## src/rtl/sd_frame_sync.sv

```systemverilog
// Serial frame synchroniser: hunts for the 1011 sync word, tracks lock over fixed-length frames
// and emits deframed payload words. Define SD_FSYNC_ERRCNT_EN to add the saturating err_cnt output.
module sd_frame_sync #(
  parameter int DATA_W   = 8,
  parameter int LOCK_CNT = 2,
  parameter int LOSS_CNT = 2
) (
  input  logic              clk,
  input  logic              rst,
  input  logic              signal,
  input  logic              bit_en,
  output logic [DATA_W-1:0] data_out,
  output logic              data_valid,
  output logic              locked,
  output logic              sync_err
`ifdef SD_FSYNC_ERRCNT_EN
  ,
  output logic [7:0]        err_cnt
`endif
);

  localparam int BW = $clog2(DATA_W + 1);
  localparam int GW = $clog2(LOCK_CNT + 1);
  localparam int MW = $clog2(LOSS_CNT + 1);
  localparam logic [3:0]    SYNC_WORD = 4'b1011;
  localparam logic [BW-1:0] LAST_BIT  = BW'(DATA_W - 1);
  localparam logic [GW-1:0] LOCK_MAX  = GW'(LOCK_CNT);
  localparam logic [GW-1:0] LOCK_M1   = GW'(LOCK_CNT - 1);
  localparam logic [MW-1:0] LOSS_M1   = MW'(LOSS_CNT - 1);

  typedef enum logic [1:0] {HUNT, PAYLOAD, SYNC_CHK} state_t;

  state_t            state;
  logic [2:0]        hist;
  logic [2:0]        sync_sr;
  logic [1:0]        sync_cnt;
  logic [DATA_W-2:0] payload;
  logic [BW-1:0]     bit_cnt;
  logic [GW-1:0]     good_cnt;
  logic [MW-1:0]     miss_cnt;

  logic [3:0]        hist_nxt;
  logic [3:0]        sync_nxt;
  logic [DATA_W-1:0] payload_nxt;
  logic              sync_last;
  logic              sync_fail;

  assign hist_nxt    = {hist, signal};
  assign sync_nxt    = {sync_sr, signal};
  assign payload_nxt = {payload, signal};
  assign sync_last   = bit_en && (state == SYNC_CHK) && (sync_cnt == 2'd3);
  assign sync_fail   = sync_last && (sync_nxt != SYNC_WORD);

  // Shift registers carry only data and need no reset; every bit is overwritten before use.
  always_ff @(posedge clk) begin
    if (bit_en) begin
      if (state == PAYLOAD)  payload <= payload_nxt[DATA_W-2:0];
      if (state == SYNC_CHK) sync_sr <= sync_nxt[2:0];
    end
  end

  always_ff @(posedge clk or negedge rst) begin
    if (!rst) begin
      state      <= HUNT;
      hist       <= '0;
      sync_cnt   <= '0;
      bit_cnt    <= '0;
      good_cnt   <= '0;
      miss_cnt   <= '0;
      data_out   <= '0;
      data_valid <= 1'b0;
      locked     <= 1'b0;
      sync_err   <= 1'b0;
    end else begin
      data_valid <= 1'b0;
      sync_err   <= 1'b0;
      if (bit_en) begin
        case (state)
          HUNT: begin
            if (hist_nxt == SYNC_WORD) begin
              good_cnt <= GW'(1);
              bit_cnt  <= '0;
              hist     <= '0;
              state    <= PAYLOAD;
              if (LOCK_CNT == 1) locked <= 1'b1;
            end else begin
              hist <= hist_nxt[2:0];
            end
          end
          PAYLOAD: begin
            if (bit_cnt == LAST_BIT) begin
              bit_cnt  <= '0;
              sync_cnt <= '0;
              state    <= SYNC_CHK;
              if (locked) begin
                data_out   <= payload_nxt;
                data_valid <= 1'b1;
              end
            end else begin
              bit_cnt <= bit_cnt + 1'b1;
            end
          end
          SYNC_CHK: begin
            if (sync_cnt != 2'd3) begin
              sync_cnt <= sync_cnt + 1'b1;
            end else if (sync_nxt == SYNC_WORD) begin
              miss_cnt <= '0;
              bit_cnt  <= '0;
              state    <= PAYLOAD;
              if (good_cnt >= LOCK_M1) begin
                good_cnt <= LOCK_MAX;
                locked   <= 1'b1;
              end else begin
                good_cnt <= good_cnt + 1'b1;
              end
            end else if (!locked) begin
              good_cnt <= '0;
              hist     <= '0;
              state    <= HUNT;
            end else begin
              sync_err <= 1'b1;
              // Flywheel over isolated misses; drop to HUNT only after LOSS_CNT in a row.
              if (miss_cnt >= LOSS_M1) begin
                locked   <= 1'b0;
                good_cnt <= '0;
                miss_cnt <= '0;
                hist     <= '0;
                state    <= HUNT;
              end else begin
                miss_cnt <= miss_cnt + 1'b1;
                bit_cnt  <= '0;
                state    <= PAYLOAD;
              end
            end
          end
          default: state <= HUNT;
        endcase
      end
    end
  end

`ifdef SD_FSYNC_ERRCNT_EN
  always_ff @(posedge clk or negedge rst) begin
    if (!rst) begin
      err_cnt <= '0;
    end else if (sync_fail && locked && (err_cnt != 8'hFF)) begin
      err_cnt <= err_cnt + 1'b1;
    end
  end
`endif

endmodule

```

## config.mk

```make
export PLATFORM = sky130hd
export DESIGN_NAME = sd_frame_sync
export DESIGN_NICKNAME = d
export VERILOG_FILES = /design/src/rtl/sd_frame_sync.sv
export SDC_FILE = /design/constraint.sdc
export NUM_CORES = 1
export LEC_CHECK = 0
export ABC_AREA = 1
export CAP_MARGIN = 20
export CORE_MARGIN = 5
export CORE_UTILIZATION = 25
export CTS_BUF_LIST = sky130_fd_sc_hd__clkbuf_8
export CTS_CLUSTER_DIAMETER = 200
export DETAILED_ROUTE_END_ITERATION = 16
export PLACE_DENSITY_LB_ADDON = 0.08
export SYNTH_ARGS = -nofsm -noshare
export SYNTH_HDL_FRONTEND = slang
export SYNTH_SLANG_ARGS = --single-unit
```

## constraint.sdc

```tcl
create_clock -name clk -period 1.2 [get_ports clk]
set_input_delay 0.18 -clock clk [delete_from_list [all_inputs] [get_ports clk]]
set_output_delay 0.18 -clock clk [all_outputs]
set_load 0.01 [all_outputs]
```

==> results_dict.tcl <==
set metrics [dict create \
    rsz0062_at_grt "yes" \
    diodes 0 \
    htree_levels 2 \
    cp_max_fo 4 \
    nets 266 \
    hold_slack_ns 0.2478 \
    relSlewSlack 0.8241 \
    synth_cell_type_count 24 \
    grt_pass1_vias 1427 \
    worst_pin_slew_ns 0.2629 \
    p_switching_w 0.001764 \
    cts_buffer_depth 2 \
    ys_seq_elements 36 \
    r2r_end "miss_cnt[1]" \
    drcViolationCount 0 \
    vias_per_cell 4.389 \
    finalSetupViolCount 32 \
    finClkSkew_ns 0.003680 \
    combPwrFrac 0.429 \
    netlist_area_sq_um 1653 \
    rows 29 \
    ff2ff_path_depth 6 \
    ys_seq_area_frac 0.5753 \
    status "complete, but fails checks" \
    start_util 0.2588 \
    cp.arrival_ns 1.56 \
    setup_tns_ns -2.323 \
    critPathLaunchType "flip-flop" \
    syn_avg_cell_area_sq_um 8.934 \
    seq_power_share 0.362 \
    syn-num-nets 192 \
    dr_total_vias 1479 \
    areaGrowthSynthToFinish_pct 64.80 \
    layout_setup_ws_ns -0.1358 \
    instances_no_fill 337 \
    antenna_left 0 \
    antenna_found_initial 0 \
    coreArea_sq_um 6386 \
    cts.sinks 36 \
    critical_path_class "reg -> reg" \
    dp_hpwl_mm 2.859 \
    finalCritPeriodShare 1.113 \
    pwr-share-clk 0.208 \
    numCtsBuffers 5 \
    portBuffers 14 \
    die_w_um 91.31 \
    tritoncts "done" \
    globalplace.congestion 0.7967 \
    clock_latency_ns 0.29 \
    fmax_mhz 748.6 \
    ir_drop_v 0.0006694 \
    hold_violations 0 \
    dr.pass1.iters 4 \
    placedCellCount 310 \
    drtIter0Drc 49 \
    maxCapViolations 0 \
    die-area_sq_um 8338 \
    grt_use_total 0.1062 \
    die_y_um 91.31 \
    p_leak_nw 1.296 \
    power.internal_w 0.003283 \
    grt_max_degree 27 \
    wire_per_inst_um 13.07 \
    violations "setup timing" \
    pin_count 15 \
    power_density_nw_per_um2 1853 \
    final_max_slew_viol_count 0 \
    r2r_slack_ns -0.14 \
    critPathRequiredTime_ns 1.42 \
    syn_inst 185 \
    grt-ovfl-total 0 \
    drive_gt1_frac 0.4923 \
    r2r_start "sync_cnt[1]" \
    hold_class "in -> async" \
    root_buffer "clkbuf_8" \
    yosys_warnings 0 \
    end_kind "flip-flop" \
    grt_pass1_wl_mm 7.003 \
    routed_wl_mm 4.405 \
    swShare 0.3495 \
    clk_pin_slew_worst_paths_ns 0.07 \
    finalCriticalPeriod_ns 1.336 \
]
==> metrics by stage <==
step | util | area (sq um) | worst slack [ns] | power [W]
global placement | 0.3421 | 2185 | -0.3130 | 0.003306
CTS | 0.3879 | 2477 | -0.09652 | 0.004603
floorplan | - | 1665 | 0.006627 | 0.002527
finish | 0.4265 | 2724 | -0.1358 | 0.005047
global route | 0.4265 | 2724 | -0.2258 | 0.005371
detailed placement | 0.3421 | 2185 | -0.3266 | 0.003344
==> power by group through the flow <==
stage | Sequential, W | Clock (W) | Combinational, W
2_1_floorplan | 0.00182 | 0 | 0.000708
3_3_place_gp | 0.00178 | 0 | 0.00152
3_5_place_dp | 0.00180 | 0 | 0.00154
4_1_cts | 0.00178 | 0.00108 | 0.00174
5_1_grt | 0.00186 | 0.00114 | 0.00236
6_report | 0.00183 | 0.00105 | 0.00217
==> worst max path at each step <==
stage	slack (ns)	from	cells after the start	end
after floorplan	0.007	sync_cnt[0]	8	bit_cnt[3]
after global placement	-0.31	bit_en	4	sync_sr[2]
after detailed placement	-0.33	bit_en	6	miss_cnt[1]
after CTS	-0.1	sync_cnt[0]	7	miss_cnt[1]
after global routing	-0.23	sync_cnt[0]	6	miss_cnt[1]
final	-0.14	sync_cnt[1]	6	miss_cnt[1]
==> metal layers <==
metal,part of all wire,global-route usage
met2,0.50,0.1719
met3,0.032,0.03140
met4,0.013,0.03301
met5,0,0
met1,0.46,0.1364
==> cells by family after synthesis <==
logic type	after synthesis	share of synthesized area
buf+inv	24	0.05678
xor+xnor	1	0.005300
simple gates	111	0.3096
compound gates	10	0.03028
flops	36	0.5753
fa+ha+maj	3	0.02271
==> cell type report <==
type,count,area [sq um]
clock buffers,5,68.82
clock inverters,3,38.79
fillers,606,3662
inverters,23,106.4
multi-input cells,126,854.6
flip-flops and latches,36,953.4
well taps,77,96.34
repair buffers,66,598.1
repair inverters,1,7.507
==> timing repair <==
| item | CTS | global route |
|---|---|---|
| setup buffers | 10 | 8 |
| pin swaps | 13 | 30 |
| setup endpoints to repair | 38 | 36 |
| gates cloned | 2 | 0 |
| resized for setup | 46 | 53 |
| hold buffers | 0 | 0 |
==> worst max-delay path: stages (launching register included) <==
cell and delay, ns:
dfrtp_1 0.36, ha_2 0.21, inv_2 0.05, buf_6 0.11, nor3_4 0.26, nand3_2 0.14
o21ai_1 0.13
==> cells in the mapped netlist <==
cell type / count / area share
nor3_4: 1 / 0.0098
edfxtp_1: 10 / 0.18
nand2_2: 1 / 0.0038
or2_0: 1 / 0.0038
xor2_1: 1 / 0.0053
nand2_1: 68 / 0.15
nand4_1: 1 / 0.0038
ha_1: 3 / 0.023
nor3_1: 2 / 0.0061
nand3_2: 1 / 0.0061
inv_2: 3 / 0.0068
inv_4: 1 / 0.0038
nor2_2: 2 / 0.0076
nand3_1: 16 / 0.048
nor2_4: 2 / 0.014
nor2_1: 14 / 0.032
inv_1: 19 / 0.043
o21ai_0: 5 / 0.015
nand4_2: 1 / 0.0076
dfrtp_1: 26 / 0.39
o21ai_1: 2 / 0.0061
buf_2: 1 / 0.0030
a21oi_1: 3 / 0.0091
nand4_4: 1 / 0.013
==> sequential cells by signal, indices dropped and copies added (netlist names) <==
name / cells
good_cnt: 2
data_valid: 1
locked: 1
state: 2
payload: 7
data_out: 8
sync_err: 1
miss_cnt: 2
sync_cnt: 2
sync_sr: 3
hist: 3
bit_cnt: 4
==> placed cells by master (no fill, tap or decap), types with 3 or more instances in the layout <==
cell type,instances
nand3_2,7
inv_1,13
dlygate4sd2_1,9
inv_2,5
buf_12,3
nor2_2,5
nand2_1,48
dfrtp_1,24
nand3_1,9
clkdlybuf4s50_1,3
nor2_4,6
nor2_1,7
inv_4,4
nand2_4,3
o21ai_2,4
edfxtp_1,10
nand4_4,3
nand2_2,17
buf_6,11
buf_4,38
o21ai_1,3
clkbuf_8,5
Power figures use the tool's default switching activity.
